<file path="src/rtl/dtw_job_sched_if.sv">
// Handshake bundle between the register file / core and the DTW job scheduler.
// The slave modport is the scheduler's view; master is the register file and core side.
interface dtw_job_sched_if #(
  parameter int unsigned TIMEOUT_W = 24,
  parameter int unsigned CNT_W     = 16
);
  // Job control and configuration from the register file
  logic                 start;
  logic                 abort;
  logic                 cfg_load_ref;
  logic [31:0]          cfg_ref_len;
  logic [CNT_W-1:0]     cfg_num_q;
  logic [TIMEOUT_W-1:0] cfg_timeout;

  // Core-facing controls and status
  logic                 core_rst;
  logic                 core_rs;
  logic                 core_mode;
  logic [31:0]          core_ref_len;
  logic                 core_busy;
  logic                 core_load_done;

  // Job status back to the register file
  logic                 job_busy;
  logic                 job_done;
  logic                 job_err;
  logic [CNT_W-1:0]     q_count;
  logic [2:0]           state;

  modport slave (
    input  start, abort, cfg_load_ref, cfg_ref_len, cfg_num_q, cfg_timeout,
    input  core_busy, core_load_done,
    output core_rst, core_rs, core_mode, core_ref_len,
    output job_busy, job_done, job_err, q_count, state
  );

  modport master (
    output start, abort, cfg_load_ref, cfg_ref_len, cfg_num_q, cfg_timeout,
    output core_busy, core_load_done,
    input  core_rst, core_rs, core_mode, core_ref_len,
    input  job_busy, job_done, job_err, q_count, state
  );
endinterface

</file>
<file path="src/rtl/dtw_job_sched.sv">
// DTW job scheduler: resets the core, optionally loads a reference, runs a
// programmed number of query passes, and reports completion or watchdog timeout.
// All core-facing and status outputs are registered from the next state.
module dtw_job_sched #(
  parameter int unsigned RST_CYCLES = 4,
  parameter int unsigned TIMEOUT_W  = 24,
  parameter int unsigned CNT_W      = 16
) (
  input logic            clk,
  input logic            rst,
  dtw_job_sched_if.slave bus
);
  localparam int unsigned RcW = (RST_CYCLES > 1) ? $clog2(RST_CYCLES) : 1;
  localparam logic [RcW-1:0] RcLast = RcW'(RST_CYCLES - 1);

  typedef enum logic [2:0] {
    StIdle  = 3'd0,
    StCrst  = 3'd1,
    StLoad  = 3'd2,
    StArm   = 3'd3,
    StRun   = 3'd4,
    StDone  = 3'd5,
    StError = 3'd6
  } state_e;

  state_e               state_q, state_d;
  logic [RcW-1:0]       rc_q;
  logic [TIMEOUT_W-1:0] wd_q;
  logic [TIMEOUT_W-1:0] timeout_q;
  logic [CNT_W-1:0]     num_q_q;
  logic [CNT_W-1:0]     q_cnt_q;
  logic [31:0]          ref_len_q;
  logic                 load_ref_q;
  logic                 core_rst_q, core_rs_q, core_mode_q;
  logic                 job_busy_q, job_done_q, job_err_q;

  logic                 idle_like, accept, wd_expire, q_last, q_step;
  logic [TIMEOUT_W:0]   wd_inc;
  logic [CNT_W:0]       q_inc;

  // Next-state decode; abort beats everything, core progress beats the watchdog
  always_comb begin
    idle_like = (state_q == StIdle) || (state_q == StDone) || (state_q == StError);
    accept    = bus.start && idle_like && !bus.abort;
    // Count including the current cycle, one bit wider so the compare never wraps
    wd_inc    = {1'b0, wd_q} + 1'b1;
    wd_expire = (timeout_q != '0) && (wd_inc == {1'b0, timeout_q});
    q_inc     = {1'b0, q_cnt_q} + 1'b1;
    q_last    = (q_inc == {1'b0, num_q_q});
    q_step    = (state_q == StRun) && !bus.core_busy && !bus.abort;
    state_d   = state_q;
    if (bus.abort) begin
      state_d = StIdle;
    end else begin
      case (state_q)
        StIdle, StDone, StError: begin
          if (bus.start) state_d = StCrst;
        end
        StCrst: begin
          if (rc_q == RcLast) begin
            if (load_ref_q)             state_d = StLoad;
            else if (num_q_q == '0)     state_d = StDone;
            else                        state_d = StArm;
          end
        end
        StLoad: begin
          if (bus.core_load_done)       state_d = (num_q_q == '0) ? StDone : StArm;
          else if (wd_expire)           state_d = StError;
        end
        StArm: begin
          if (bus.core_busy)            state_d = StRun;
          else if (wd_expire)           state_d = StError;
        end
        StRun: begin
          if (!bus.core_busy)           state_d = q_last ? StDone : StArm;
          else if (wd_expire)           state_d = StError;
        end
        default:                        state_d = StIdle;
      endcase
    end
  end

  // State, latched job config, counters and registered outputs
  always_ff @(posedge clk) begin
    if (rst) begin
      state_q     <= StIdle;
      rc_q        <= '0;
      wd_q        <= '0;
      timeout_q   <= '0;
      num_q_q     <= '0;
      q_cnt_q     <= '0;
      ref_len_q   <= '0;
      load_ref_q  <= 1'b0;
      core_rst_q  <= 1'b0;
      core_rs_q   <= 1'b0;
      core_mode_q <= 1'b0;
      job_busy_q  <= 1'b0;
      job_done_q  <= 1'b0;
      job_err_q   <= 1'b0;
    end else begin
      state_q <= state_d;

      if (accept) begin
        ref_len_q  <= bus.cfg_ref_len;
        num_q_q    <= bus.cfg_num_q;
        timeout_q  <= bus.cfg_timeout;
        load_ref_q <= bus.cfg_load_ref;
        q_cnt_q    <= '0;
      end else if (q_step && (q_cnt_q != '1)) begin
        q_cnt_q <= q_cnt_q + 1'b1;
      end

      rc_q <= ((state_q == StCrst) && (state_d == StCrst)) ? rc_q + 1'b1 : '0;

      // Watchdog restarts on every state change and saturates instead of wrapping
      if ((state_d != state_q) ||
          !((state_q == StLoad) || (state_q == StArm) || (state_q == StRun))) begin
        wd_q <= '0;
      end else if (wd_q != '1) begin
        wd_q <= wd_q + 1'b1;
      end

      core_rst_q  <= (state_d == StCrst) || bus.abort ||
                     ((state_d == StError) && (state_q != StError));
      core_rs_q   <= (state_d == StLoad) || (state_d == StArm) || (state_d == StRun);
      core_mode_q <= (state_d == StLoad);
      job_busy_q  <= (state_d == StCrst) || (state_d == StLoad) ||
                     (state_d == StArm)  || (state_d == StRun);
      job_done_q  <= (state_d == StDone) && (state_q != StDone);
      job_err_q   <= (state_d == StError);
    end
  end

  assign bus.core_rst     = core_rst_q;
  assign bus.core_rs      = core_rs_q;
  assign bus.core_mode    = core_mode_q;
  assign bus.core_ref_len = ref_len_q;
  assign bus.job_busy     = job_busy_q;
  assign bus.job_done     = job_done_q;
  assign bus.job_err      = job_err_q;
  assign bus.q_count      = q_cnt_q;
  assign bus.state        = state_q;
endmodule

</file>
<file path="src/flat_wrapper.sv">
// flat-port wrapper written by rule: the top's interface ports become plain ports
module dtw_job_sched_flat 
#(
  parameter int unsigned RST_CYCLES = 4,
  parameter int unsigned TIMEOUT_W  = 24,
  parameter int unsigned CNT_W      = 16
)
  (clk, rst, bus_start, bus_abort, bus_cfg_load_ref, bus_cfg_ref_len, bus_cfg_num_q, bus_cfg_timeout, bus_core_busy, bus_core_load_done, bus_core_rst, bus_core_rs, bus_core_mode, bus_core_ref_len, bus_job_busy, bus_job_done, bus_job_err, bus_q_count, bus_state);
  dtw_job_sched_if #(.TIMEOUT_W(TIMEOUT_W), .CNT_W(CNT_W)) bus_i ();
  input logic clk;
  input logic rst;
  input wire logic [$bits(bus_i.start)-1:0] bus_start;
  input wire logic [$bits(bus_i.abort)-1:0] bus_abort;
  input wire logic [$bits(bus_i.cfg_load_ref)-1:0] bus_cfg_load_ref;
  input wire logic [$bits(bus_i.cfg_ref_len)-1:0] bus_cfg_ref_len;
  input wire logic [$bits(bus_i.cfg_num_q)-1:0] bus_cfg_num_q;
  input wire logic [$bits(bus_i.cfg_timeout)-1:0] bus_cfg_timeout;
  input wire logic [$bits(bus_i.core_busy)-1:0] bus_core_busy;
  input wire logic [$bits(bus_i.core_load_done)-1:0] bus_core_load_done;
  output wire logic [$bits(bus_i.core_rst)-1:0] bus_core_rst;
  output wire logic [$bits(bus_i.core_rs)-1:0] bus_core_rs;
  output wire logic [$bits(bus_i.core_mode)-1:0] bus_core_mode;
  output wire logic [$bits(bus_i.core_ref_len)-1:0] bus_core_ref_len;
  output wire logic [$bits(bus_i.job_busy)-1:0] bus_job_busy;
  output wire logic [$bits(bus_i.job_done)-1:0] bus_job_done;
  output wire logic [$bits(bus_i.job_err)-1:0] bus_job_err;
  output wire logic [$bits(bus_i.q_count)-1:0] bus_q_count;
  output wire logic [$bits(bus_i.state)-1:0] bus_state;
  assign bus_i.start = bus_start;
  assign bus_i.abort = bus_abort;
  assign bus_i.cfg_load_ref = bus_cfg_load_ref;
  assign bus_i.cfg_ref_len = bus_cfg_ref_len;
  assign bus_i.cfg_num_q = bus_cfg_num_q;
  assign bus_i.cfg_timeout = bus_cfg_timeout;
  assign bus_i.core_busy = bus_core_busy;
  assign bus_i.core_load_done = bus_core_load_done;
  assign bus_core_rst = bus_i.core_rst;
  assign bus_core_rs = bus_i.core_rs;
  assign bus_core_mode = bus_i.core_mode;
  assign bus_core_ref_len = bus_i.core_ref_len;
  assign bus_job_busy = bus_i.job_busy;
  assign bus_job_done = bus_i.job_done;
  assign bus_job_err = bus_i.job_err;
  assign bus_q_count = bus_i.q_count;
  assign bus_state = bus_i.state;
  dtw_job_sched #(.RST_CYCLES(RST_CYCLES), .TIMEOUT_W(TIMEOUT_W), .CNT_W(CNT_W)) u_core (.clk(clk), .rst(rst), .bus(bus_i));
endmodule
</file>
<file path="config.mk">
export PLATFORM = sky130hd
export DESIGN_NAME = dtw_job_sched_flat
export DESIGN_NICKNAME = d
export VERILOG_FILES = /design/src/rtl/dtw_job_sched_if.sv /design/src/rtl/dtw_job_sched.sv /design/src/flat_wrapper.sv
export SDC_FILE = /design/constraint.sdc
export NUM_CORES = 1
export LEC_CHECK = 0
export ABC_AREA = 1
export BUFFER_PORTS_ARGS = -buffer_cell sky130_fd_sc_hd__buf_2
export CAP_MARGIN = 20
export CORE_ASPECT_RATIO = 0.6
export CORE_MARGIN = 2
export CORE_UTILIZATION = 53
export CTS_BUF_LIST = sky130_fd_sc_hd__clkbuf_16
export DETAILED_ROUTE_END_ITERATION = 7
export GPL_ROUTABILITY_DRIVEN = 0
export PLACE_DENSITY = 0.77
export SLEW_MARGIN = 5
export SYNTH_ARGS = -nofsm -noshare
export SYNTH_HDL_FRONTEND = slang
export SYNTH_SLANG_ARGS = --single-unit
</file>
<file path="constraint.sdc">
create_clock -name clk -period 3.5 [get_ports clk]
set_input_delay 0.175 -clock clk [delete_from_list [all_inputs] [get_ports clk]]
set_output_delay 0.175 -clock clk [all_outputs]
set_load 0.02 [all_outputs]
</file>
==> impl_metrics.env <==
export IMPL_worst_pin_slew_ps=914
export IMPL_wl_per_cell_um=14.0
export IMPL_antenna_cells=0
export IMPL_ys_seq_area_frac=0.368
export IMPL_rsz0062_at_grt="no"
export IMPL_detail_route_first_pass_iterations=5
export IMPL_fin_crit_sh=0.883
export IMPL_hp_class="in2reg"
export IMPL_clk_pin_slew_ps=60
export IMPL_cts_root_buf="clkbuf_16"
export IMPL_yosysWarnings=0
export IMPL_clock_skew_ps=11.5
export IMPL_hold_depth=3
export IMPL_start_util=0.551
export IMPL_crit_family="simple AND/OR/NAND/NOR gates"
export IMPL_use_met2=0.374
export IMPL_use_met1=0.436
export IMPL_grt_max_degree=105
export IMPL_synthToLayoutAreaGrowth_pct=20.8
export IMPL_post_route_drc_count=0
export IMPL_fin_total_pwr_uw=3650
export IMPL_ir_worst_vdd_uv=305
export IMPL_vias=6928
export IMPL_vias_per_cell=5.16
export IMPL_reg2reg_slack_ps=410
export IMPL_overflow=0
export IMPL_min_to="u_core.bus.core_ref_len[26]"
export IMPL_busiest_layer="met1"
export IMPL_drv_slew=0
export IMPL_grt_pass1_vias=6202
export IMPL_cts_buffer_depth=2
export IMPL_path_max_fanout=24
export IMPL_use_met3=0.0980
export IMPL_syn_area_um2=6750
export IMPL_die_width_um=150
export IMPL_ys_seq_elements=124
export IMPL_finalSetupViolCount=0
export IMPL_p_per_area_nw_per_um2=448
export IMPL_drv_cap=0
export IMPL_dp_slack_ps=333
export IMPL_insertion_delay_ps=420
export IMPL_r2r_end="u_core.wd_q[2]"
export IMPL_tns_ps=0
export IMPL_synthArstFlopShare=0
export IMPL_critPathMaxStageDelay_ps=440
export IMPL_ys_top_cells_by_count="nand2_1, nor2_1, dfxtp_1, inv_1, o21ai_0"
export IMPL_drt_initial_drc_count=741
export IMPL_layout_drive_gt1_share=0.207
export IMPL_synth_top_area_share=0.368
export IMPL_cp_data_required_time_ps=3800
export IMPL_num_rows=31
export IMPL_slew_headroom=0.389
export IMPL_numCtsBuffers=17
export IMPL_leakagePower_uw=0.00385
export IMPL_netlist_top_cells_area="dfxtp_1, nand2_1, nor2_1"
export IMPL_hpwlAfterDp_um=13900
export IMPL_slowest_stage="dfxtp_1"
export IMPL_die_height_um=91.4
export IMPL_cts_tree="done"
export IMPL_path_common_cell="nand2_1"
export IMPL_ys_flop_type="dfxtp_1"
export IMPL_io_pins=136
export IMPL_worstSetupPathType="reg2reg"
export IMPL_grt_pass1_wl_um=30700
export IMPL_syn_avg_cell_area_um2=6.52
export IMPL_yosysUniqueCellTypes=40
export IMPL_grt_usage=0.282
export IMPL_reg2reg_from="u_core.wd_q[0]"
export IMPL_worstPathArrival_ps=3390
export IMPL_hold_path_startpoint="bus_cfg_ref_len[26]"
export IMPL_worst_path_buf_inv=1
export IMPL_post_cts_buffers=0
export IMPL_startpoint_type="register"
export IMPL_clock_sinks=124
export IMPL_ctsHtreeMaxLevel=4
export IMPL_detail_route_antenna_nets=0
export IMPL_antenna_found_initial=0
export IMPL_io_buffers=135
export IMPL_clock_fmax_mhz=323
export IMPL_die_area_um2=13700
export IMPL_hold_viol=0
export IMPL_status="finished clean"
export IMPL_ff2ff_path_depth=25
export IMPL_worst_slack_ps=408
export IMPL_synth_most_common_cell="nand2_1"
export IMPL_min_period_ps=3090
export IMPL_core_area_um2=12300
export IMPL_cp_end_kind="register"
export IMPL_synth_edff_count=0
export IMPL_synth_largest_area_cell="dfxtp_1"
export IMPL_netlist_instances=1035
export IMPL_fin_nets=1247
export IMPL_drt_wl_total_um=18900
export IMPL_synthesis_nets=1117
==> registers in the layout, summed over array words and instances, names as in the netlist <==
register                 count
u_core.bus.core_mode         1
u_core.bus.core_ref_len     32
u_core.wd_q                 24
u_core.bus.job_done          1
u_core.rc_q                  2
u_core.bus.job_busy          1
u_core.num_q_q              16
u_core.timeout_q            24
u_core.bus.core_rst          1
u_core.load_ref_q            1
u_core.bus.state             3
u_core.bus.core_rs           1
u_core.bus.q_count          16
u_core.bus.job_err           1
==> worst register-to-register path, delay by kind of cell, from the launching register on <==
kind	cells	cell delay, ps
and+or+nand+nor	23	2060
DFF	1	440
adders and majority gates	1	240
buffers and inverters	1	240
==> worst max path at each step <==
stage | startpoint | to | cells past startpoint
after floorplan | u_core.wd_q[0] | u_core.wd_q[11] | 25
after global placement | u_core.wd_q[0] | u_core.wd_q[0] | 25
after detailed placement | u_core.wd_q[0] | u_core.wd_q[2] | 25
after CTS | u_core.wd_q[0] | u_core.wd_q[2] | 25
after global routing | u_core.wd_q[0] | u_core.wd_q[2] | 21
final | u_core.wd_q[0] | u_core.wd_q[2] | 25
==> per-stage QoR <==
step / hold WS, ps / instances / util / cell area, um2
2_1_floorplan: 342 / 1035 / - / 6750
3_3_place_gp: 412 / 1307 / 0.614 / 7520
3_5_place_dp: 417 / 1307 / 0.614 / 7520
4_1_cts: 1.13 / 1342 / 0.663 / 8130
5_1_grt: 5.50 / 1343 / 0.666 / 8160
6_report: 4.73 / 1343 / 0.666 / 8160
==> report_power, final <==
part | switching (uW) | total, uW | internal, uW
sequential | 45.3 | 1520 | 1480
combinational | 252 | 404 | 152
clock | 728 | 1730 | 1000
total | 1030 | 3650 | 2630
==> layout by cell type (no fill, tap or decap), types with 2 or more instances in the layout <==
cell,n
nor2_2,27
a211oi_1,2
ha_1,3
dfxtp_1,124
nand3b_1,10
nor2_8,4
clkbuf_16,17
nand3_2,5
clkinvlp_4,2
nor2_4,4
a21oi_1,54
inv_1,99
o21bai_1,2
buf_4,3
nand2_1,234
inv_8,2
clkinv_4,3
inv_6,6
inv_2,3
nand2_2,21
xor2_1,5
xnor3_4,2
buf_2,135
nand4_1,14
nand3_1,73
o21ai_0,92
nand2_4,4
nor3_1,10
nor2_1,194
xnor2_1,5
dlygate4sd3_1,3
==> metal layers <==
metal | share of wire | vias to the layer above
met3 | 0.11 | 12
met2 | 0.37 | 278
met5 | 0 | -
li1 | - | 3579
met1 | 0.51 | 3059
met4 | 0.0071 | 0
==> repair_timing <==
action,CTS,global route
hold endpoints to repair,3,0
gates resized for setup,0,2
setup endpoints to repair,0,24
hold buffers,3,0
==> final cells by class <==
class	instances	area (um2)
Fill cell	1125	4100
Multi-Input combinational cell	776	3740
Sequential cell	124	2480
Timing Repair Buffer	143	763
Clock buffer	17	425
Inverter	103	387
Tap cell	165	206
Clock inverter	15	151
==> logic make-up (layout without fill, tap and decap cells) <==
| kind of cell | after synthesis | after routing | share of synthesized area |
|---|---|---|---|
| DFF | 124 | 124 | 0.368 |
| xor gates and xnor gates | 13 | 13 | 0.0241 |
| AOI/OAI and AO/OA | 156 | 156 | 0.120 |
| adders and majority gates | 3 | 3 | 0.00556 |
| buffers and inverters | 135 | 278 | 0.0782 |
| muxes | 1 | 1 | 0.00148 |
| and+or+nand+nor | 603 | 603 | 0.403 |
Power figures use the tool's default switching activity.
